==> src/rtl/mod_updown_counter.sv <==
// General-purpose up/down counter with programmable modulus, clock prescaler,
// synchronous clear/load and wrap-or-saturate behaviour at the count limits.
module mod_updown_counter #(
   parameter int unsigned WIDTH     = 8,
   parameter int unsigned MAX_VALUE = 2**WIDTH - 1,
   parameter int unsigned PRESCALE  = 1
) (
   input  logic             Clock,
   input  logic             Reset,
   input  logic             Enable,
   input  logic             Up,
   input  logic             Saturate,
   input  logic             Clear,
   input  logic             Load,
   input  logic [WIDTH-1:0] LoadValue,
   output logic [WIDTH-1:0] Output,
   output logic             Wrap,
   output logic             AtLimit
);

   // Keep the prescaler at least one bit wide so PRESCALE=1 still elaborates.
   localparam int unsigned PS_W = (PRESCALE > 1) ? $clog2(PRESCALE) : 1;

   localparam logic [WIDTH-1:0] MAX_V   = WIDTH'(MAX_VALUE);
   localparam logic [WIDTH-1:0] ZERO_V  = '0;
   localparam logic [WIDTH-1:0] ONE_V   = WIDTH'(1);
   localparam logic [PS_W-1:0]  PS_LAST = PS_W'(PRESCALE - 1);
   localparam logic [PS_W-1:0]  PS_ONE  = PS_W'(1);

   logic [PS_W-1:0]  ps_cnt;
   logic [PS_W-1:0]  ps_next;
   logic             step;
   logic [WIDTH-1:0] load_clamped;
   logic [WIDTH-1:0] count_next;
   logic             wrap_next;
   logic             at_max;
   logic             at_zero;

   assign at_max  = (Output == MAX_V);
   assign at_zero = (Output == ZERO_V);
   assign AtLimit = Up ? at_max : at_zero;

   assign step         = Enable && (ps_cnt == PS_LAST);
   assign load_clamped = (LoadValue > MAX_V) ? MAX_V : LoadValue;

   always_comb begin
      ps_next = ps_cnt;
      if (Enable) begin
         ps_next = (ps_cnt == PS_LAST) ? '0 : ps_cnt + PS_ONE;
      end
   end

   // Step result; the wrap flag is only ever raised on a non-saturating limit step.
   always_comb begin
      count_next = Output;
      wrap_next  = 1'b0;
      if (step) begin
         if (Up) begin
            if (!at_max) begin
               count_next = Output + ONE_V;
            end else if (!Saturate) begin
               count_next = ZERO_V;
               wrap_next  = 1'b1;
            end
         end else begin
            if (!at_zero) begin
               count_next = Output - ONE_V;
            end else if (!Saturate) begin
               count_next = MAX_V;
               wrap_next  = 1'b1;
            end
         end
      end
   end

   always_ff @(posedge Clock or negedge Reset) begin
      if (!Reset) begin
         Output <= '0;
         Wrap   <= 1'b0;
         ps_cnt <= '0;
      end else if (Clear) begin
         Output <= '0;
         Wrap   <= 1'b0;
         ps_cnt <= '0;
      end else if (Load) begin
         Output <= load_clamped;
         Wrap   <= 1'b0;
         ps_cnt <= '0;
      end else begin
         Output <= count_next;
         Wrap   <= wrap_next;
         ps_cnt <= ps_next;
      end
   end

endmodule

==> config.mk <==
export PLATFORM = sky130hd
export DESIGN_NAME = mod_updown_counter
export DESIGN_NICKNAME = d
export VERILOG_FILES = /design/src/rtl/mod_updown_counter.sv
export SDC_FILE = /design/constraint.sdc
export NUM_CORES = 1
export LEC_CHECK = 0
export ABC_AREA = 0
export CAP_MARGIN = 20
export CORE_ASPECT_RATIO = 0.7
export CORE_UTILIZATION = 39
export DETAILED_ROUTE_END_ITERATION = 8
export GPL_TIMING_DRIVEN = 0
export PLACE_DENSITY = 0.67
export RECOVER_POWER = 100
export SLEW_MARGIN = 40
export SYNTH_ARGS = -nofsm -noshare
export SYNTH_HDL_FRONTEND = slang
export SYNTH_SLANG_ARGS = --single-unit
==> constraint.sdc <==
create_clock -name Clock -period 2.3 [get_ports Clock]
set_input_delay 0.46 -clock Clock [delete_from_list [all_inputs] [get_ports Clock]]
set_output_delay 0.46 -clock Clock [all_outputs]
set_load 0.02 [all_outputs]
**After elaboration in Yosys (flattened, before gate mapping)**

Cells that the tools add are included.

- Flip-flop bits (word level): 10
- Bits in latches: 0
- Memory bits (writable): 0
- Memory bits (read-only): 0
- Input bits: 15
- Output and inout port bits: 10
- Memories: 0

- Add/sub/neg operators: 3
- $mul: 0
- Divide/modulo/power cells: 0
- Magnitude comparators: 1
- Equality and inequality tests: 3
- Shift-type cells: 0
- Mux-type cells: 21
- Bitwise operators: 1
- Reductions and logical operators: 5

Operator list:

| cell | number |
|---|---|
| $mux 8 | 9 |
| $mux 1 | 12 |
| $ne 5x5->1 const B | 2 |
| $add 8x1->8 const B | 1 |
| $eq 8x8->1 const B | 1 |
| $gt 8x8->1 const B | 1 |
| $logic_not 8->1 | 1 |
| $sub 8x1->8 const B | 1 |
| $reduce_bool 3->1 | 2 |
| $reduce_and 3->1 | 1 |
| $add 1x1->1 const B | 1 |
| $logic_and 1x1->1 | 1 |
| $not 1->1 | 1 |

**Longest topological paths before layout**

- Depth in word-level cells: 6
- Depth in mapped cells: 9

**Worst setup path before layout**

No wires, ideal clock.

- Path type: register -> register
- From: register Output[1]
- To: register Output[5]
- Arrival time: 1.838 ns
- Required time: 2.174 ns
- Slack: 0.336 ns
- Cell stages (with the launch flop): 8
- Buffers on the path: 1
- Period minus slack after synthesis: 1.964 ns
- Cells stage by stage: dfrtp_1 ha_1 and3_1 buf_4 nand4_1 and4_1 o31a_1 o32a_1

- Cells in the longest elaborated chain, start to end: 6

Ends and longest elaborated chain:

| item | RTL line | RTL |
|---|---|---|
| start: declaration | 16 | `output logic [WIDTH-1:0] Output,` |
| start signal: assignment | 86 | `Output <= load_clamped;` |
| start signal: assignment | 90 | `Output <= count_next;` |
| $sub 8x1->8, or another cell as far along | 67 | `count_next = Output - ONE_V;` |
| $mux 8 (on tied branches) | 66, 59 |  |
| $mux 8 | 58 | `if (Up) begin` |
| $mux 8 | 57 | `if (step) begin` |
| $mux 8 | 85 | `end else if (Load) begin` |
| $mux 8 | 81 | `end else if (Clear) begin` |

Several ways; a longest one is shown, not always the timed one. The select of a mux whose other input is x is not followed.
A chain may end at the register's enable or synchronous reset.

**Worst setup path in the final report**

- From: register Output[1]
- To: output AtLimit

- Cells in the longest elaborated chain, start to end: 2

Ends and longest elaborated chain:

| item | RTL line | RTL |
|---|---|---|
| $eq 8x8->1 or $logic_not 8->1 (tied branches) | 39, 40 |  |
| $mux 1 (*) | 41 | `assign AtLimit = Up ? at_max : at_zero;` |
| end: declaration | 18 | `output logic AtLimit` |

Every way passes the cells marked *; elsewhere a longest branch is shown, timed or not.

==> out/metrics.yaml <==
p_leak_nw: 0.546
slowest_stage: "dfrtp_2"
worstPathArrival_ns: 1.74
gp_congestion: 0.873
worst_slack_ns: 0.0996
slew_violations: 0
hold_ws_ns: 0.594
ant_nets: 0
synth.cell_area_um2: 942
post-place-ws_ns: -0.374
synth_edf_count: 0
synth_nets: 133
fin_crit_ns: 2.20
die_w_um: 60.7
crit_fanout: 6
htreeDepth: 1
pwr-share-seq: 0.299
max_stage_delay_ns: 0.45
avgSynthCellArea_um2: 8.19
drtIter0Drc: 68
yosysTopAreaCell: "dfrtp_1"
drc_errors: 0
ir_drop_mv: 0.250
comb_power_share: 0.490
mostFrequentLayoutCells: "11 x nor2_1, 10 x nand2_1, 10 x a21oi_1, 10 x clkdlybuf4s50_1, 10 x dlygate4sd3_1"
clock-root-buffer: "clkbuf_4"
hold_viol: 0
routedWlPerCell_um: 15.7
nets: 164
cts_buffers: 3
setup_tns_ns: 0
maxCapViolCount: 0
synthCells: 115
vias: 1005
ys_types: 44
power_frac_clock: 0.211
ios: 25
ys_ff_latch: 9
switching_share: 0.390
async_flop_share: 1.00
first_global_vias: 905
finalSetupViolations: 0
clk_path_buf_depth: 2
yosysTopAreaCellShare: 0.239
tritoncts: "built"
num_rows: 14
max_clock_freq_ghz: 0.454
internal_power_uw: 383
synthTopCellsByArea: "dfrtp_1 24%, a21oi_1 5.3%, buf_6 4.8%"
layout_commonest_cell: "nor2_1"
die-area_um2: 2620
portBuffers: 22
ff2ff_path_depth: 8
crit_type: "reg -> out"
relSlewSlack: 0.522
cts.clk_slew.worst_paths_ns: 0.07
status: "complete, no violations"
core-area_um2: 2210
antenna_found_initial: 0
worstPathCellList: "ha_1 > and3_1 > buf_4 > nand4_2 > and2_4 > inv_1 > clkbuf_2"
min_period_over_period: 0.957
n_antenna_cell: 0
yosys_warnings: 0
p_switching_uw: 245
tightestPinTransition_ns: 0.717
worst_setup_path_start_kind: "register"
drive_gt1_frac: 0.186
power_uw: 628
grt_pass1_wl_mm: 4.48
grt_overflow: 0
hpwl_mm: 1.92
die_y_um: 43.1
viasPerCell: 5.68
cts.sinks: 9
end_kind: "primary output"
p_per_area_nw_per_um2: 500
start_util: 0.427
required_ns: 1.84
fin_skew_ns: 0.000731
ys_seq_area_frac: 0.239
track_usage: 0.240
firstDrtPassIters: 6
ys.flop_type: "dfrtp_1"
syn_to_final_growth_pct: 33.3
hp-class: "in -> async"
worst_skew_pair.late_latency_ns: 0.27
grt_max_degree: 11
grt_setup_unrepaired: "false"
routed_wirelength_mm: 2.78
-- cells in the mapped netlist, types with 4 or more instances --
cell type  count
dfrtp_1        9
o21ai_0        5
buf_6          4
nand2_1       10
a31oi_1        4
inv_1          6
nand4_1        4
nor2_1        11
a21oi_1       10
o31ai_1        4
-- sequential cells by signal, summed over array words and instances, names as in the netlist --
register / flops
Output: 8
Wrap: 1
-- power groups by stage --
stage / registers, mW / clock network, mW / logic (mW)
global route: 0.190 / 0.153 / 0.333
global placement: 0.192 / 0 / 0.291
finish: 0.188 / 0.132 / 0.308
detailed placement: 0.193 / 0 / 0.295
CTS: 0.189 / 0.140 / 0.311
floorplan: 0.211 / 0 / 0.180
-- logic make-up after synthesis --
kind of cell	synth area share
adder cells (fa/ha/maj)	0.0398
XOR/XNOR	0.0372
flip-flops	0.239
AND/OR/NAND/NOR	0.266
AO/OA/AOI/OAI	0.303
buffers and inverters	0.116
-- worst max-delay path, delay by kind of cell, from the launching register on --
family                   cells  cell delay, ns
adder cells (fa/ha/maj)      1            0.21
AND/OR/NAND/NOR              3            0.47
buffers and inverters        3            0.34
flip-flops                   1            0.45
-- metal layers --
layer  global-route usage  vias up  share of wire
met5                    0        -              0
met3               0.0793       10          0.084
met4               0.0909        0          0.013
met1                0.337      458           0.48
li1                     -      486              -
met2                0.336       51           0.43
-- per-stage QoR --
stage / cell area (µm²) / std cells / utilization
2_1_floorplan: 942 / 115 / -
3_3_place_gp: 1200 / 169 / 0.545
3_5_place_dp: 1200 / 169 / 0.545
4_1_cts: 1260 / 176 / 0.572
5_1_grt: 1260 / 177 / 0.569
6_report: 1260 / 177 / 0.569
-- path summary, 6_finish.rpt --
check	startpoint	slack, ns	end
min in group Clock	Output[6]	0.61	Output[6]
setup / recovery	Output[1]	0.1	AtLimit
max in group asynchronous	Reset	1.34	Output[1]
hold / removal	Reset	0.59	Output[3]
hold reg to reg	Output[6]	0.61	Output[6]
setup reg to reg	Output[0]	0.18	Output[0]
-- cell type report --
cell class,count,area [µm²]
Fill cell,210,951
Multi-Input combinational cell,88,609
Timing Repair Buffer,26,244
Sequential cell,9,228
Buffer,12,86.3
Tap cell,32,40.0
Clock buffer,4,26.3
Inverter,6,22.5
-- repair_timing --
item / 4_1_cts / 5_1_grt
hold buffers: 0 / 0
endpoints found under the setup margin: 1 / 1
resized for setup: 11 / 0
hold endpoints to repair: 0 / 0
setup buffers: 3 / 1
Note: power is estimated with default switching activity, not from simulation.
